## src/rtl/clk_freq_meter_if.sv

```systemverilog
// Signal bundle for clk_freq_meter: the measured clock and enable in, the period report and status flags out.
interface clk_freq_meter_if #(
    parameter int NBITS = 14
);
    logic             clk_in;
    logic             enable;
    logic [NBITS-1:0] period;
    logic             period_valid;
    logic             timeout;
    logic             clk_match;

    modport master (
        output clk_in, enable,
        input  period, period_valid, timeout, clk_match
    );

    modport slave (
        input  clk_in, enable,
        output period, period_valid, timeout, clk_match
    );
endinterface

```

## src/rtl/clk_freq_meter.sv

```systemverilog
// Measures the clk_in period in clk_FPGA cycles, flags loss of clock by timeout.
// Optional CLK_MATCH_EN adds a registered +/-TOL_CYCLES frequency-match flag.
module clk_freq_meter #(
    parameter int SYS_CLK_HZ     = 50000000,
    parameter int FREQUENCY      = 10000,
    parameter int EXP_PERIOD     = SYS_CLK_HZ / FREQUENCY,
    parameter int TIMEOUT_CYCLES = 2 * EXP_PERIOD,
    parameter int TOL_CYCLES     = 4,
    parameter int NBITS          = $clog2(TIMEOUT_CYCLES + 1)
) (
    input  logic            clk_FPGA,
    input  logic            reset,
    clk_freq_meter_if.slave bus
);
    localparam logic [NBITS-1:0] CNT_MAX = NBITS'(TIMEOUT_CYCLES);
    localparam logic [NBITS-1:0] CNT_ONE = NBITS'(1);

    typedef enum logic [1:0] {IDLE, ARM, MEASURE} state_t;

    state_t           state;
    logic [NBITS-1:0] cnt;
    logic [NBITS-1:0] period_q;
    logic             period_valid_q;
    logic             timeout_q;
    logic             s1, s2, s3;
    logic             rise;
    logic             at_max;

    // s1/s2 resynchronise clk_in; s3 is the delayed copy for edge detection
    always_ff @(posedge clk_FPGA or negedge reset) begin
        if (!reset) begin
            s1 <= 1'b0;
            s2 <= 1'b0;
            s3 <= 1'b0;
        end else begin
            s1 <= bus.clk_in;
            s2 <= s1;
            s3 <= s2;
        end
    end

    assign rise   = s2 & ~s3;
    assign at_max = (cnt == CNT_MAX);

    always_ff @(posedge clk_FPGA or negedge reset) begin
        if (!reset) begin
            state          <= IDLE;
            cnt            <= '0;
            period_q       <= '0;
            period_valid_q <= 1'b0;
            timeout_q      <= 1'b0;
        end else begin
            period_valid_q <= 1'b0;
            if (!bus.enable) begin
                state     <= IDLE;
                cnt       <= '0;
                timeout_q <= 1'b0;
            end else begin
                case (state)
                    IDLE: begin
                        cnt       <= '0;
                        timeout_q <= 1'b0;
                        state     <= ARM;
                    end
                    ARM: begin
                        if (rise) begin
                            cnt   <= CNT_ONE;
                            state <= MEASURE;
                        end else if (at_max) begin
                            timeout_q <= 1'b1;
                        end else begin
                            cnt <= cnt + CNT_ONE;
                        end
                    end
                    MEASURE: begin
                        // a rise coinciding with the timeout count still counts as a period
                        if (rise) begin
                            period_q       <= cnt;
                            period_valid_q <= 1'b1;
                            cnt            <= CNT_ONE;
                            timeout_q      <= 1'b0;
                        end else if (at_max) begin
                            timeout_q <= 1'b1;
                            cnt       <= '0;
                            state     <= ARM;
                        end else begin
                            cnt <= cnt + CNT_ONE;
                        end
                    end
                    default: state <= IDLE;
                endcase
            end
        end
    end

    assign bus.period       = period_q;
    assign bus.period_valid = period_valid_q;
    assign bus.timeout      = timeout_q;

`ifdef CLK_MATCH_EN
    // one extra bit keeps EXP_PERIOD-TOL_CYCLES representable when it goes negative
    localparam logic signed [NBITS:0] MATCH_LO = (NBITS+1)'(EXP_PERIOD - TOL_CYCLES);
    localparam logic signed [NBITS:0] MATCH_HI = (NBITS+1)'(EXP_PERIOD + TOL_CYCLES);

    logic signed [NBITS:0] cnt_s;
    logic                  meas_hit;
    logic                  to_hit;
    logic                  clk_match_q;

    assign cnt_s    = $signed({1'b0, cnt});
    assign meas_hit = bus.enable && (state == MEASURE) && rise;
    assign to_hit   = bus.enable && !rise && at_max && ((state == ARM) || (state == MEASURE));

    always_ff @(posedge clk_FPGA or negedge reset) begin
        if (!reset)
            clk_match_q <= 1'b0;
        else if (!bus.enable || to_hit)
            clk_match_q <= 1'b0;
        else if (meas_hit)
            clk_match_q <= (cnt_s >= MATCH_LO) && (cnt_s <= MATCH_HI);
    end

    assign bus.clk_match = clk_match_q;
`else
    assign bus.clk_match = 1'b0;
`endif
endmodule

```

## src/flat_wrapper.sv

```systemverilog
// flat-port wrapper written by rule: the top's interface ports become plain ports
module clk_freq_meter_flat 
#(
    parameter int SYS_CLK_HZ     = 50000000,
    parameter int FREQUENCY      = 10000,
    parameter int EXP_PERIOD     = SYS_CLK_HZ / FREQUENCY,
    parameter int TIMEOUT_CYCLES = 2 * EXP_PERIOD,
    parameter int TOL_CYCLES     = 4,
    parameter int NBITS          = $clog2(TIMEOUT_CYCLES + 1)
)
  (clk_FPGA, reset, bus_clk_in, bus_enable, bus_period, bus_period_valid, bus_timeout, bus_clk_match);
  clk_freq_meter_if #(.NBITS(NBITS)) bus_i ();
  input  logic clk_FPGA;
  input  logic reset;
  input wire logic [$bits(bus_i.clk_in)-1:0] bus_clk_in;
  input wire logic [$bits(bus_i.enable)-1:0] bus_enable;
  output wire logic [$bits(bus_i.period)-1:0] bus_period;
  output wire logic [$bits(bus_i.period_valid)-1:0] bus_period_valid;
  output wire logic [$bits(bus_i.timeout)-1:0] bus_timeout;
  output wire logic [$bits(bus_i.clk_match)-1:0] bus_clk_match;
  assign bus_i.clk_in = bus_clk_in;
  assign bus_i.enable = bus_enable;
  assign bus_period = bus_i.period;
  assign bus_period_valid = bus_i.period_valid;
  assign bus_timeout = bus_i.timeout;
  assign bus_clk_match = bus_i.clk_match;
  clk_freq_meter #(.SYS_CLK_HZ(SYS_CLK_HZ), .FREQUENCY(FREQUENCY), .EXP_PERIOD(EXP_PERIOD), .TIMEOUT_CYCLES(TIMEOUT_CYCLES), .TOL_CYCLES(TOL_CYCLES), .NBITS(NBITS)) u_core (.clk_FPGA(clk_FPGA), .reset(reset), .bus(bus_i));
endmodule
```

## config.mk

```make
export PLATFORM = sky130hd
export DESIGN_NAME = clk_freq_meter_flat
export DESIGN_NICKNAME = d
export VERILOG_FILES = /design/src/rtl/clk_freq_meter_if.sv /design/src/rtl/clk_freq_meter.sv /design/src/flat_wrapper.sv
export SDC_FILE = /design/constraint.sdc
export NUM_CORES = 1
export LEC_CHECK = 0
export ABC_AREA = 0
export BUFFER_PORTS_ARGS = -buffer_cell sky130_fd_sc_hd__buf_4
export CAP_MARGIN = 5
export CELL_PAD_IN_SITES_DETAIL_PLACEMENT = 2
export CELL_PAD_IN_SITES_GLOBAL_PLACEMENT = 2
export CORE_MARGIN = 10
export CORE_UTILIZATION = 40
export DETAILED_ROUTE_END_ITERATION = 7
export PLACE_DENSITY = 0.84
export SKIP_CTS_REPAIR_TIMING = 1
export SYNTH_ARGS = -nofsm -noshare
export SYNTH_HDL_FRONTEND = slang
export SYNTH_SLANG_ARGS = --single-unit
```

## constraint.sdc

```tcl
create_clock -name clk_FPGA -period 3.65 [get_ports clk_FPGA]
set_clock_uncertainty 0.05 [all_clocks]
set_input_delay 0.1825 -clock clk_FPGA [delete_from_list [all_inputs] [get_ports clk_FPGA]]
set_output_delay 0.1825 -clock clk_FPGA [all_outputs]
set_load 0.01 [all_outputs]
```

Word-level counts from Yosys, hierarchy flattened. Index checks and enable logic that the tools add are counted. W data, S select, Z words.

Register bits: 35. Latch bits: 0. Memory bits (writable): 0. Memory bits (read-only): 0. Input bits: 4. Output and inout bits: 17. Logic and storage cells: 44. Memories: 0.

Add/sub/neg operators: 1. $mul: 0. Divide/modulo/power cells: 0. Magnitude comparators: 0. Equal/unequal tests: 9. Shifts and indexed selects: 0. Multiplexer cells: 19. Bitwise logic cells: 2. Reduce and logical (&&, ||, !) cells: 5.

Operators with widths (count): $mux W14 (5); $pmux W14 S3 (1); $add A14 B1 Y14 const B (1); $eq A14 B14 Y1 const B (1); $mux W2 (4); $mux W1 (7); $ne A3 B2 Y1 const B (2); $ne A3 B3 Y1 const B (2); $pmux W2 S3 (1); $reduce_and A3 Y1 (2); $ne A4 B1 Y1 const B (1); $ne A4 B3 Y1 const B (1); $reduce_and A2 Y1 (2); $pmux W1 S3 (1); $eq A2 B1 Y1 const B (1); $eq A2 B2 Y1 const B (1); $logic_not A2 Y1 (1); $and A1 B1 Y1 (1); $not A1 Y1 (1).

Depth between registers and ports, before layout.
Depth in word-level cells: 5. Depth in mapped cells: 8.

Worst setup path after synthesis. No wires, ideal clock.

Path type: register -> register. Start point: reg u_core.state[1]. End point: reg u_core.cnt[12]. Data arrival time: 1.620 ns. Required time: 3.514 ns. Setup slack: 1.894 ns. Stages on the path, launching flop included: 9. Path buffers: 2. Period minus slack after synthesis: 1.756 ns. Cell sequence: dfrtp_1 -> inv_1 -> ha_1 -> buf_6 -> o211ai_1 -> nor2_1 -> buf_2 -> o2111ai_1 -> o221ai_2.

Longest elaborated chain between the ends: 3. Elaborated cells on any way between the ends: 8. Those cells by class: eq/ne: 4; mux: 2; reduce/logical: 2.

RTL lines: from (decl) (RTL line clk_freq_meter.sv:20) `state_t state;`; from (signal assigned) (RTL line clk_freq_meter.sv:47) `state <= IDLE;`; from (signal assigned) (RTL line clk_freq_meter.sv:55) `state <= IDLE;`; from (signal assigned) (RTL line clk_freq_meter.sv:63) `state <= ARM;`; $eq A2 B2 Y1 (tied with other cells) (RTL line clk_freq_meter.sv:59) `case (state)`; $pmux W14 S3 (tied with other cells) (RTL line clk_freq_meter.sv:59); $mux W14 or $reduce_and A2 Y1 (tied branches); to (signal assigned) (RTL line clk_freq_meter.sv:72) `cnt <= cnt + CNT_ONE;`; to (signal assigned) (RTL line clk_freq_meter.sv:87) `cnt <= cnt + CNT_ONE;`; to (decl) (RTL line clk_freq_meter.sv:21) `logic [NBITS-1:0] cnt;`.

Several ways; a longest one is shown, not always the timed one. A chain may end at the register's enable or synchronous reset.

Worst setup path in the final report. Ends and elaborated chain as after synthesis.

==> summary.md <==
| Metric | Value |
|---|---|
| Clock power frac | 0.317 |
| Async set-reset flop share out of synthesis | 1.00 |
| Clock Tree Buf Depth | 2 |
| Most common cell after layout, fill and taps aside | dfrtp_1 |
| P&R area growth vs syn | 14.3% |
| Drt drc | 0 |
| Reg clk slew, reported paths | 70 ps |
| Reg2Reg Depth | 7 |
| Slew headroom | 0.329 |
| Cell depth of the worst min-delay path | 3 |
| Critical Path RT | 3800 ps |
| Int Pwr | 0.657 mW |
| Die area | 7900 um2 |
| GP Congestion | 0.819 |
| Sw power | 0.322 mW |
| Die X | 88.9 um |
| DR vias | 1548 |
| Power per cell area | 451 nW/um2 |
| Worst Setup Path Type | reg2reg |
| Switching part of the total power | 0.329 |
| Max cap viols | 0 |
| Rows | 25 |
| Final period utilization | 0.706 |
| Seq cells post-synth | 35 |
| Worst skew pair latency | 290 ps |
| Number of flops mapped to enable cells by yosys | 0 |
| First-pass GRT wire length | 8.63 mm |
| Critical Path Sink Type | flip-flop |
| Dpl cells | 253 |
| Peak supply drop | 0.263 mV |
| Status | completed |
| Worst path depth | 7 |
| Routed Antenna Nets | 0 |
| Seq pwr share | 0.439 |
| CTS tree | built |
| Syn nets | 199 |
| Synth Area per Inst | 10.0 um2 |
| Vias per inst | 5.89 |
| Count of pins over their slew limit | 0 |
| Clk sinks | 35 |
| Routed wire length | 5.16 mm |
| Largest net degree at the start of global routing | 36 |
| Share of cells above drive strength 1 | 0.201 |
| Std-Cell Core Area | 4660 um2 |
| Global Route Usage Sum | 0.142 |
| Port bufs | 19 |
| Grt ovf | 0 |
| Vias in the first global route | 1656 |
| Initial core utilization | 0.407 |
| Slowest CP cell | ha_1 |
| Drt wl/cell | 19.6 um |
| Combinational Power Share | 0.244 |
| Flop-to-flop setup slack | 1070 ps |
| Die H | 88.9 um |
| CP top delay family | compound AO/OA/AOI/OAI gates |
| Root Driver | clkbuf_8 |
| Post-Layout Cell Count | 263 |
| Critical Path AT | 2730 ps |
| Mapped cell area | 1900 um2 |
| Worst hold path class | in2reg |
| DP HPWL | 3.61 mm |
| CP Cell Sequence | inv_1 -> ha_1 -> o211ai_1 -> nor2_1 -> buf_4 -> o21ai_2 -> o221ai_2 |
| Yosys cell types | 47 |
| Yosys warns | 0 |
| Top_reg_cell synth | dfrtp_1 |
| Startpoint types | flip-flop |
| RSZ-0062 raised after global routing | false |
| Fin crit period | 2580 ps |
| Final setup vio count | 0 |
| DRT Pass-1 Iters | 4 |
| Pleak | 0.905 nW |
| H-tree depth | 2 |
| Seq/Total Area, Yosys | 0.461 |
| DRT iter0 DRCs | 94 |
| Synth Instances | 189 |
| Final-report hold violation count | 0 |
| Max Clk Rate | 388 MHz |
| Antenna Cells | 0 |
| Antenna violations before repair | 0 |
| Worst stage delay on the critical path | 620 ps |
| Commonest non-fill, non-tap cells in the layout | dfrtp_1, buf_4, inv_1 |
| Slew at the pin with the worst max-slew slack | 1000 ps |
| CTS Buf Count | 5 |
| Nets | 218 |
| Critical path peak fanout | 18 |
| Critical path buffers and inverters | 2 |
| # IOs | 21 |
| Setup TNS | 0 ps |
power by group through the flow:
stage | registers (mW) | logic, mW | clock network, mW
2_1_floorplan | 0.432 | 0.186 | 0
3_3_place_gp | 0.432 | 0.225 | 0
3_5_place_dp | 0.437 | 0.237 | 0
4_1_cts | 0.429 | 0.239 | 0.318
5_1_grt | 0.432 | 0.269 | 0.332
6_report | 0.429 | 0.239 | 0.311
final timing paths:
kind	start	endpoint
max in group asynchronous	reset	u_core.cnt[1]
setup reg to reg	u_core.state[1]	u_core.cnt[12]
hold reg to reg	u_core.s1	u_core.s2
hold / removal	bus_enable	u_core.state[0]
setup / recovery	u_core.state[1]	u_core.cnt[12]
min in group asynchronous	reset	u_core.bus.period[8]
registers in the layout (all words and copies together), names as in the netlist:
signal / flops
u_core.bus.period_valid: 1
u_core.state: 2
u_core.s1: 1
u_core.s3: 1
u_core.s2: 1
u_core.bus.period: 14
u_core.bus.timeout: 1
u_core.cnt: 14
logic make-up after synthesis:
group	count (synthesis)	share of synthesized area
muxes	2	0.0112
DFF	35	0.461
and+or+nand+nor	60	0.196
adders and majority gates	6	0.0396
AOI/OAI and AO/OA	56	0.218
other	1	0.00198
buffers and inverters	29	0.0725
synthesized netlist by cell type, types with 2 or more instances:
cell type,count,area (um2)
a21oi_1,4,20.0
buf_2,2,10.0
buf_6,3,33.8
clkbuf_1,4,15.0
dfrtp_1,35,876
ha_1,6,75.1
inv_1,19,71.3
nand2_1,17,63.8
nand2b_1,2,12.5
nand3_1,6,30.0
nand4_1,3,18.8
nand4_2,2,25.0
nor2_1,7,26.3
nor2b_1,2,12.5
nor3_1,2,10.0
nor3b_1,2,15.0
nor4_1,4,25.0
o2111ai_1,4,35.0
o211ai_1,2,15.0
o21ai_0,17,85.1
o21ai_1,8,40.0
o221ai_1,10,87.6
o221ai_2,3,45.0
o31a_1,2,17.5
worst register-to-register path: stages (launching register included):
cell and delay (ps):
dfrtp_1 410, inv_1 120, ha_1 620, o211ai_1 290, nor2_1 410, buf_4 260
o21ai_2 130, o221ai_2 220
routing by layer:
layer / vias to the layer above / routed length (um) / global-route usage / part of all wire
met5: - / 0 / 0 / 0
met4: 0 / 63 / 0.0529 / 0.012
met3: 7 / 229 / 0.0359 / 0.044
met2: 26 / 2650 / 0.237 / 0.51
met1: 786 / 2220 / 0.171 / 0.43
li1: 729 / - / - / -
per-stage QoR:
| step | cell area (um2) | worst slack, ps | utilization | hold WS (ps) | power (mW) |
|---|---|---|---|---|---|
| 3_3_place_gp | 2050 | 1270 | 0.440 | 114 | 0.657 |
| 3_5_place_dp | 2050 | 1080 | 0.440 | 118 | 0.674 |
| 2_1_floorplan | 1900 | 1890 | - | -163 | 0.619 |
| 4_1_cts | 2150 | 1090 | 0.461 | -198 | 0.986 |
| 5_1_grt | 2170 | 840 | 0.466 | 162 | 1.03 |
| 6_report | 2170 | 1070 | 0.466 | 139 | 0.979 |
layout make-up:
class,instances,area (um2)
fill,523,2490
timing repair buffer,22,170
sequential,35,876
tap,54,67.6
multi-input combinational,125,885
clock buffer,8,100
inverter,19,71.3
Note: power is estimated with default switching activity, not from simulation.
